$ cat config.mk
export PLATFORM = sky130hd
export DESIGN_NAME = adder_gear_corr_seq
export DESIGN_NICKNAME = d
export VERILOG_FILES = /design/src/rtl/adder_gear_corr_seq.sv
export SDC_FILE = /design/constraint.sdc
export NUM_CORES = 1
export LEC_CHECK = 0
export ABC_AREA = 1
export ABC_CLOCK_PERIOD_IN_PS = 5700
export CORE_AREA = 2 2 128 99
export DETAILED_ROUTE_END_ITERATION = 10
export DIE_AREA = 0 0 130 101
export GPL_TIMING_DRIVEN = 0
export MAX_ROUTING_LAYER = met4
export PLACE_DENSITY = 0.84
export SYNTH_ARGS = -nofsm -noshare
export SYNTH_HDL_FRONTEND = slang
export SYNTH_SLANG_ARGS = --single-unit
$ cat constraint.sdc
create_clock -name i_clk -period 5.7 [get_ports i_clk]
set_input_delay 1.14 -clock i_clk [delete_from_list [all_inputs] [get_ports i_clk]]
set_output_delay 1.14 -clock i_clk [all_outputs]
set_load 0.01 [all_outputs]
$ cat src/rtl/adder_gear_corr_seq.sv
// GeAr approximate adder (sub-adder length R+P, stride R) with an optional
// multi-cycle pass that repairs one mispredicted window per cycle.
module adder_gear_corr_seq #(
   parameter int DW    = 32,
   parameter int R     = 8,
   parameter int P     = 8,
   parameter int CNT_W = 16
) (
   input  logic             i_clk,
   input  logic             i_rstn,
   input  logic             i_valid,
   output logic             o_ready,
   input  logic [DW-1:0]    i_a,
   input  logic [DW-1:0]    i_b,
   input  logic             i_exact,
   output logic             o_valid,
   input  logic             i_ready,
   output logic [DW-1:0]    o_sum,
   output logic             o_err,
   output logic [CNT_W-1:0] o_err_cnt,
   input  logic             i_clr_cnt
);
   localparam int L     = R + P;
   localparam int K     = 1 + (DW - L) / R;
   localparam int IDX_W = (K > 1) ? $clog2(K) : 1;

   typedef enum logic [1:0] {ST_IDLE, ST_CORR, ST_HOLD} state_t;

   state_t           state_q, state_d;
   logic [IDX_W-1:0] idx_q, idx_d;
   logic [DW-1:0]    a_q, a_d;
   logic [DW-1:0]    b_q, b_d;
   logic [DW-1:0]    fix_q, fix_d;
   logic             err_q, err_d;
   logic             cy_q, cy_d;
   logic [CNT_W-1:0] cnt_q, cnt_d;
   logic             accept;
   logic             inc;

   logic [DW-1:0]     approx;
   logic [L:0]        win0_sum;
   logic              cy_cur;
   logic [K-1:1]      c_ov;
   logic [K-1:1][R:0] hi_sum;

   // The first correction cycle takes its incoming carry straight from window 0.
   assign win0_sum       = {1'b0, a_q[L-1:0]} + {1'b0, b_q[L-1:0]};
   assign approx[L-1:0]  = win0_sum[L-1:0];
   assign cy_cur         = (idx_q == IDX_W'(1)) ? win0_sum[L] : cy_q;

   genvar gi;
   generate
      for (gi = 1; gi < K; gi++) begin : g_win
         localparam int LO = gi * R;
         assign c_ov[gi]           = 1'(({1'b0, a_q[LO +: P]} + {1'b0, b_q[LO +: P]}) >> P);
         assign approx[LO+P +: R]  = a_q[LO+P +: R] + b_q[LO+P +: R] + R'(c_ov[gi]);
         assign hi_sum[gi]         = {1'b0, a_q[LO+P +: R]} + {1'b0, b_q[LO+P +: R]}
                                     + (R+1)'(cy_cur);
      end
   endgenerate

   always_comb begin
      state_d = state_q;
      idx_d   = idx_q;
      a_d     = a_q;
      b_d     = b_q;
      fix_d   = fix_q;
      err_d   = err_q;
      cy_d    = cy_q;
      inc     = 1'b0;
      o_ready = 1'b0;
      case (state_q)
         ST_IDLE: o_ready = 1'b1;
         ST_CORR: begin
            // fix holds approx^exact per repaired window, so o_sum = approx ^ fix.
            for (int w = 1; w < K; w++) begin
               if (idx_q == IDX_W'(w)) begin
                  cy_d = hi_sum[w][R];
                  if (cy_cur != c_ov[w]) begin
                     fix_d[w*R+P +: R] = hi_sum[w][R-1:0] ^ approx[w*R+P +: R];
                     err_d             = 1'b1;
                     inc               = 1'b1;
                  end
               end
            end
            if (idx_q == IDX_W'(K-1)) state_d = ST_HOLD;
            else                      idx_d   = idx_q + IDX_W'(1);
         end
         ST_HOLD: begin
            o_ready = i_ready;
            if (i_ready) state_d = ST_IDLE;
         end
         default: state_d = ST_IDLE;
      endcase

      accept = i_valid && o_ready;
      if (accept) begin
         a_d   = i_a;
         b_d   = i_b;
         fix_d = '0;
         err_d = 1'b0;
         cy_d  = 1'b0;
         if (!i_exact || K == 1) begin
            state_d = ST_HOLD;
            idx_d   = '0;
         end else begin
            state_d = ST_CORR;
            idx_d   = IDX_W'(1);
         end
      end

      cnt_d = cnt_q;
      if (i_clr_cnt)                cnt_d = '0;
      else if (inc && cnt_q != '1)  cnt_d = cnt_q + CNT_W'(1);
   end

   always_ff @(posedge i_clk or negedge i_rstn) begin
      if (!i_rstn) begin
         state_q <= ST_IDLE;
         idx_q   <= '0;
         a_q     <= '0;
         b_q     <= '0;
         fix_q   <= '0;
         err_q   <= 1'b0;
         cy_q    <= 1'b0;
         cnt_q   <= '0;
      end else begin
         state_q <= state_d;
         idx_q   <= idx_d;
         a_q     <= a_d;
         b_q     <= b_d;
         fix_q   <= fix_d;
         err_q   <= err_d;
         cy_q    <= cy_d;
         cnt_q   <= cnt_d;
      end
   end

   assign o_valid   = (state_q == ST_HOLD);
   assign o_sum     = approx ^ fix_q;
   assign o_err     = err_q;
   assign o_err_cnt = cnt_q;

endmodule

# --- Yosys cells after proc, flatten, opt, wreduce, memory -nomap -nowiden ---
# Cells that the tools add are included.
word_totals:
  wordCells: 84
  inputBits: 70
  regBits: 102
classes:
  bitwise: 3
  n_eq_ne: 11
  n_addsub: 12
  n_reduce_logical: 15
  n_mux: 34
ops:
  columns: ["op", "n"]
  rows:
  - ["16-bit 2-to-1 mux", 3]
  - ["32-bit 2-to-1 mux", 1]
  - ["8-bit 2-to-1 mux", 4]
  - ["32-bit bitwise XOR", 1]
  - ["8-bit by 8-bit adder with 9-bit output", 3]
  - ["9-bit by 1-bit adder with 9-bit output", 2]
  - ["16-bit by 16-bit adder with 17-bit output", 1]
  - ["1-bit 2-to-1 mux", 17]
  - ["16-bit by 1-bit adder with 16-bit output (second input constant)", 1]
  - ["8-bit by 1-bit adder with 8-bit output", 2]
  - ["8-bit adder", 2]
  - ["16-bit != test (second input constant)", 1]
  - ["8-bit bitwise XOR", 2]
  - ["2-bit 2-to-1 mux", 7]
  - ["2-bit nonzero test", 6]
  - ["3-bit AND reduction", 3]
  - ["2-bit case mux with 3 select lines", 1]
  - ["2-bit by 1-bit == test with 1-bit output (second input constant)", 2]
  - ["2-bit == test (second input constant)", 2]
  - ["2-bit != test (second input constant)", 2]
  - ["2-bit AND reduction", 2]
  - ["3-bit by 1-bit != test with 1-bit output (second input constant)", 1]
  - ["3-bit != test (second input constant)", 1]
  - ["3-bit nonzero test", 1]
  - ["5 further kinds", 7]

# --- Logic depth before layout (Yosys ltp) ---
depth:
  depth_word: 11
  ltp_mapped: 20
  mapped_depth_nobuf: 20

# --- Worst setup path after synthesis ---
# OpenSTA, ideal clock, no wires.
synth_path:
  path_kind: "register -> output"
  startpoint: "register a_q[16]"
  endpoint: "output port o_sum[30]"
  required_ns: 4.560
  setup_slack_ns: 1.536
  arrival_ns: 3.024
  stages_incl_launch_ff: 20
  cell_sequence: "dfrtp_1 > ha_1 > inv_1 > fa_1 > inv_1 > nand2_1 > nand3_1 > nand2_1 > nand2_1 > nand2_2 > nand2_4 > inv_2 > fa_1 > fa_1 > nor2_1 > nor2_1 > or2_2 > nand2_1 > xor2_1 > inv_1"
synth_between:
  elab_chain_cells: 3
synth_rtl:
  columns: ["element", "line", "text"]
  rows:
  - ["start, declared", "31", "logic [DW-1:0] a_q, a_d;"]
  - ["start signal, assigned", "121", "a_q <= '0;"]
  - ["start signal, assigned", "130", "a_q <= a_d;"]
  - ["8-bit by 8-bit adder with 9-bit output", "55", "assign c_ov[gi] = 1'(({1'b0, a_q[LO +: P]} + {1'b0, b_q[LO +: P]}) >> P);"]
  - ["8-bit by 1-bit adder with 8-bit output", "56", "assign approx[LO+P +: R] = a_q[LO+P +: R] + b_q[LO+P +: R] + R'(c_ov[gi]);"]
  - ["32-bit bitwise XOR", "140", "assign o_sum = approx ^ fix_q;"]
  - ["end, declared", "18", "output logic [DW-1:0] o_sum,"]
# Every way passes these cells.

# --- Worst setup path in the final report ---
layout_path:
  startpoint: "register b_q[16]"
  endpoint: "output port o_sum[30]"
layout_between:
  elab_chain_cells: 3
layout_rtl:
  columns: ["element", "line", "text"]
  rows:
  - ["start, declared", "32", "logic [DW-1:0] b_q, b_d;"]
  - ["start signal, assigned", "122", "b_q <= '0;"]
  - ["start signal, assigned", "131", "b_q <= b_d;"]
  - ["8-bit by 8-bit adder with 9-bit output", "55", null]
  - ["8-bit by 1-bit adder with 8-bit output", "56", null]
  - ["32-bit bitwise XOR", "140", null]
# Every way passes these cells.

==> run metrics <==
H-Tree Depth=3; DR WL/cell=around 14 µm; synth warn=0; Avg Cell Area, Syn=7.78 µm²; Max Cap Viol=0; Final Cycle Share=roughly 93%; CP required=between 4 and 5 ns; combinational group share of total power=between 60% and 70%; CTS buffer count=9; # resized after CTS=0; Iter 0 DRT Violations=333; All-Layer GR Usage=a little over a quarter; Clock Latency Late Sink=0.35 ns; Peak supply drop=~0.55 mV; Post-Syn Nets=slightly below 1k; Hold Crit Start=a_q[7]; pin count of the biggest net entering global routing=73; CTS Sinks=between 100 and 150; fmax=between 150 and 200 MHz; PwrDens=approximately 730 nW/µm²; asr flop ratio synth=100%; worst reg2reg path startpoint=a_q[0]; Clk pin slew, worst setup/hold paths=0.07 ns; Worst Clk Skew=approximately 0.0079 ns; Area Overhead vs Synth=26.7%; ys flop type=dfrtp_1; initial antenna violation count=0; switch share=a little under half; Routed WL=between 15000 and 20000 µm; Sum Neg Setup Slack=0 ns; CTS tree=done; CORE AREA=roughly 12000 µm²; register bit total from synthesis=between 100 and 150; multi-input logic area=between 3000 and 4000 µm²; Seq/Total Area, Yosys=about 39%; nets@finish=~1.1k; Register Area=between 2000 and 3000 µm²; CP Capture Type=output pin; worst slew pin tran=between 0.5 and 0.6 ns; Pre-antenna DRT Iters=5; delay-heaviest family, CP=adder cells; Die Wd=130 µm; Vias=between 5k and 6k; clock power share=11.3%; CP bufs+invs=5; synthesized netlist cell count=850; crit path from=b_q[16]; area share of the largest cell type after synthesis=about two fifths; Root Buffer=clkbuf_16; first-pass GRT wire length=26300 µm; final instance area=8380 µm²; slowest stage delay, CP=between 0.4 and 0.5 ns; internal power=3.34 mW; Power Total=just over 6 mW; min Tclk post-route=5.32 ns; Final Hold Viols=0; Fin Hold WS=around 0.49 ns; RSZ-0062 raised after global routing=no; Starting Density=between 50 and 60%; Layout fillers=963; post-CTS setup buffer count=0; Final setup viols=0; crit-path max FO=5; crit path cell chain=ha_1 > inv_1 > fa_1 > inv_1 > nand2_1 > nand3_1 > nand2_1 > nand2_1 > nand2_2 > nand2_4 > inv_2 > fa_1 > fa_1 > nor2_1 > nor2_1 > or2_2 > nand2_1 > xor2_1 > inv_1 > clkdlybuf4s50_1; largest area contributor in the netlist=dfrtp_1; routability congestion estimate=0.924; Clock Tree Buf Depth=2; grt ovf=0; Data arrival, critical path=4.18 ns; number of flops mapped to enable cells by yosys=0; startpoint types=flop; slowest CP cell=fa_1; Post-Syn Area=between 6000 and 7000 µm²; ratio of cells with drive above 1 in the final layout=7.29%; number of global-route vias before repair=around 5.7k; count of cell types in the netlist=47; Die Span Y=about 100 µm; dpl cell area=8050 µm²; synth top area cells=dfrtp_1 (39%), nand2_1 (18%), ha_1 (6.6%); Slew headroom=a little over three fifths; switching pwr=about 2.8 mW; Pins Over Slew Limit=0; Lkg Pwr=4.20 nW; Final ANT Viol Nets=0; row cnt=35; # hold bufs at CTS=0; drt drc=0; CP dominant cell by count=nand2_1; status=complete, no violations; final core occ=between 70% and 80%; Die ar.=13100 µm²; Worst Hold Class=flop to flop; Flop pwr share=a little under a fifth; PortBufs=120; vias per cell=roughly 5; IO Count=between 100 and 150; critical path class=flop to output pin; # diodes=0; DP HPWL=around 12000 µm
-- layout make-up --
type | count | share of cell area [%]
Multi-Input combinational cell | 652 | 43.8
Sequential cell | 102 | 30.5
Timing Repair Buffer | 121 | 14.6
Inverter | 75 | 3.36
Clock buffer | 11 | 2.90
Tap cell | 166 | 2.48
Buffer | 21 | 1.36
Clock inverter | 5 | 1.03
-- cells by family (layout without fill, tap and decap cells) --
family	after synthesis	count (layout)	share of synthesized area [%]
AND/OR/NAND/NOR	470	470	31.1
flip-flops	102	102	38.6
buffers and inverters	96	233	5.98
AO/OA/AOI/OAI	69	69	6.02
XOR/XNOR	69	69	9.14
adder cells (fa/ha/maj)	43	43	9.04
multiplexers	1	1	0.170
-- power by group through the flow --
stage	clock network, mW	logic (mW)	registers [mW]
after floorplan	0	2.74	1.13
after global placement	0	4.15	1.17
after detailed placement	0	4.19	1.18
after CTS	0.699	4.24	1.17
after global routing	0.728	4.68	1.20
final	0.688	4.24	1.17
-- synth_stat cells (2+ instances only) --
library cell,instances
nand2_1,312
dfrtp_1,102
inv_1,72
nor2_1,51
nand3_1,47
xor2_1,43
ha_1,35
o21ai_0,27
xnor2_1,26
nand2_2,23
a21oi_1,20
clkbuf_1,13
nand4_1,12
fa_1,8
o21ai_1,5
nand2_4,4
buf_2,3
inv_2,3
nor2_2,3
or2_2,3
a211oi_1,2
a21oi_2,2
a31oi_1,2
buf_4,2
nand3_2,2
nand3b_1,2
nor2_4,2
nor3_1,2
o21bai_1,2
o22ai_1,2
o31ai_1,2
-- per-stage QoR --
stage	instances	setup WS, ns
final	1153	0.380
after global routing	1153	0.103
after CTS	1153	0.382
after detailed placement	1137	0.773
after global placement	1136	-0.368
after floorplan	850	1.54
-- tightest hold or removal path: stages (launching register included) --
cell and delay (ns):
dfrtp_1 0.35, nand2_1 0.06, nand2_1 0.05
-- placed cells by master, fill, tap and decap left out, types with 2 or more instances in the layout --
master	count
buf_2	3
nand3b_1	2
nor2_4	2
a21oi_2	2
fa_1	8
a31oi_1	2
nand3_2	2
bufinv_16	2
nand4_1	12
nand3_1	47
o31ai_1	2
o22ai_1	2
o21ai_0	27
a21oi_1	20
o21ai_1	5
nor2_2	3
clkdlybuf4s50_1	119
nand2_2	23
or2_2	3
o21bai_1	2
clkbuf_1	14
ha_1	35
inv_6	3
inv_1	72
dfrtp_1	102
nor2_1	51
buf_4	3
xnor2_1	26
a211oi_1	2
clkbuf_16	9
nand2_1	312
nor3_1	2
inv_2	3
nand2_4	4
xor2_1	43
-- state kept, by name, summed over array words and instances (netlist names) --
signal,cells
a_q,32
b_q,32
fix_q,16
o_err_cnt,16
idx_q,2
state_q,2
cy_q,1
o_err,1
-- final timing paths --
check | slack (ns) | depth (start not counted) | endpoint
max in group asynchronous | 4.28 | 2 | a_q[13]
min | 0.49 | 2 | a_q[7]
min reg2reg | 0.49 | 2 | a_q[7]
min in group asynchronous | 0.73 | 1 | o_err_cnt[5]
max | 0.38 | 20 | o_sum[30]
max reg2reg | 2.12 | 18 | cy_q
-- layer usage --
layer  up-vias  part of all wire [%]  global-route usage [%]
met3        29                   5.4                    4.99
met2       176                    45                    39.4
met5         -                     0                       -
met1      2726                    47                    36.1
met4         0                   2.3                    8.85
li1       2953                     -                       -
Power figures use the tool's default switching activity.
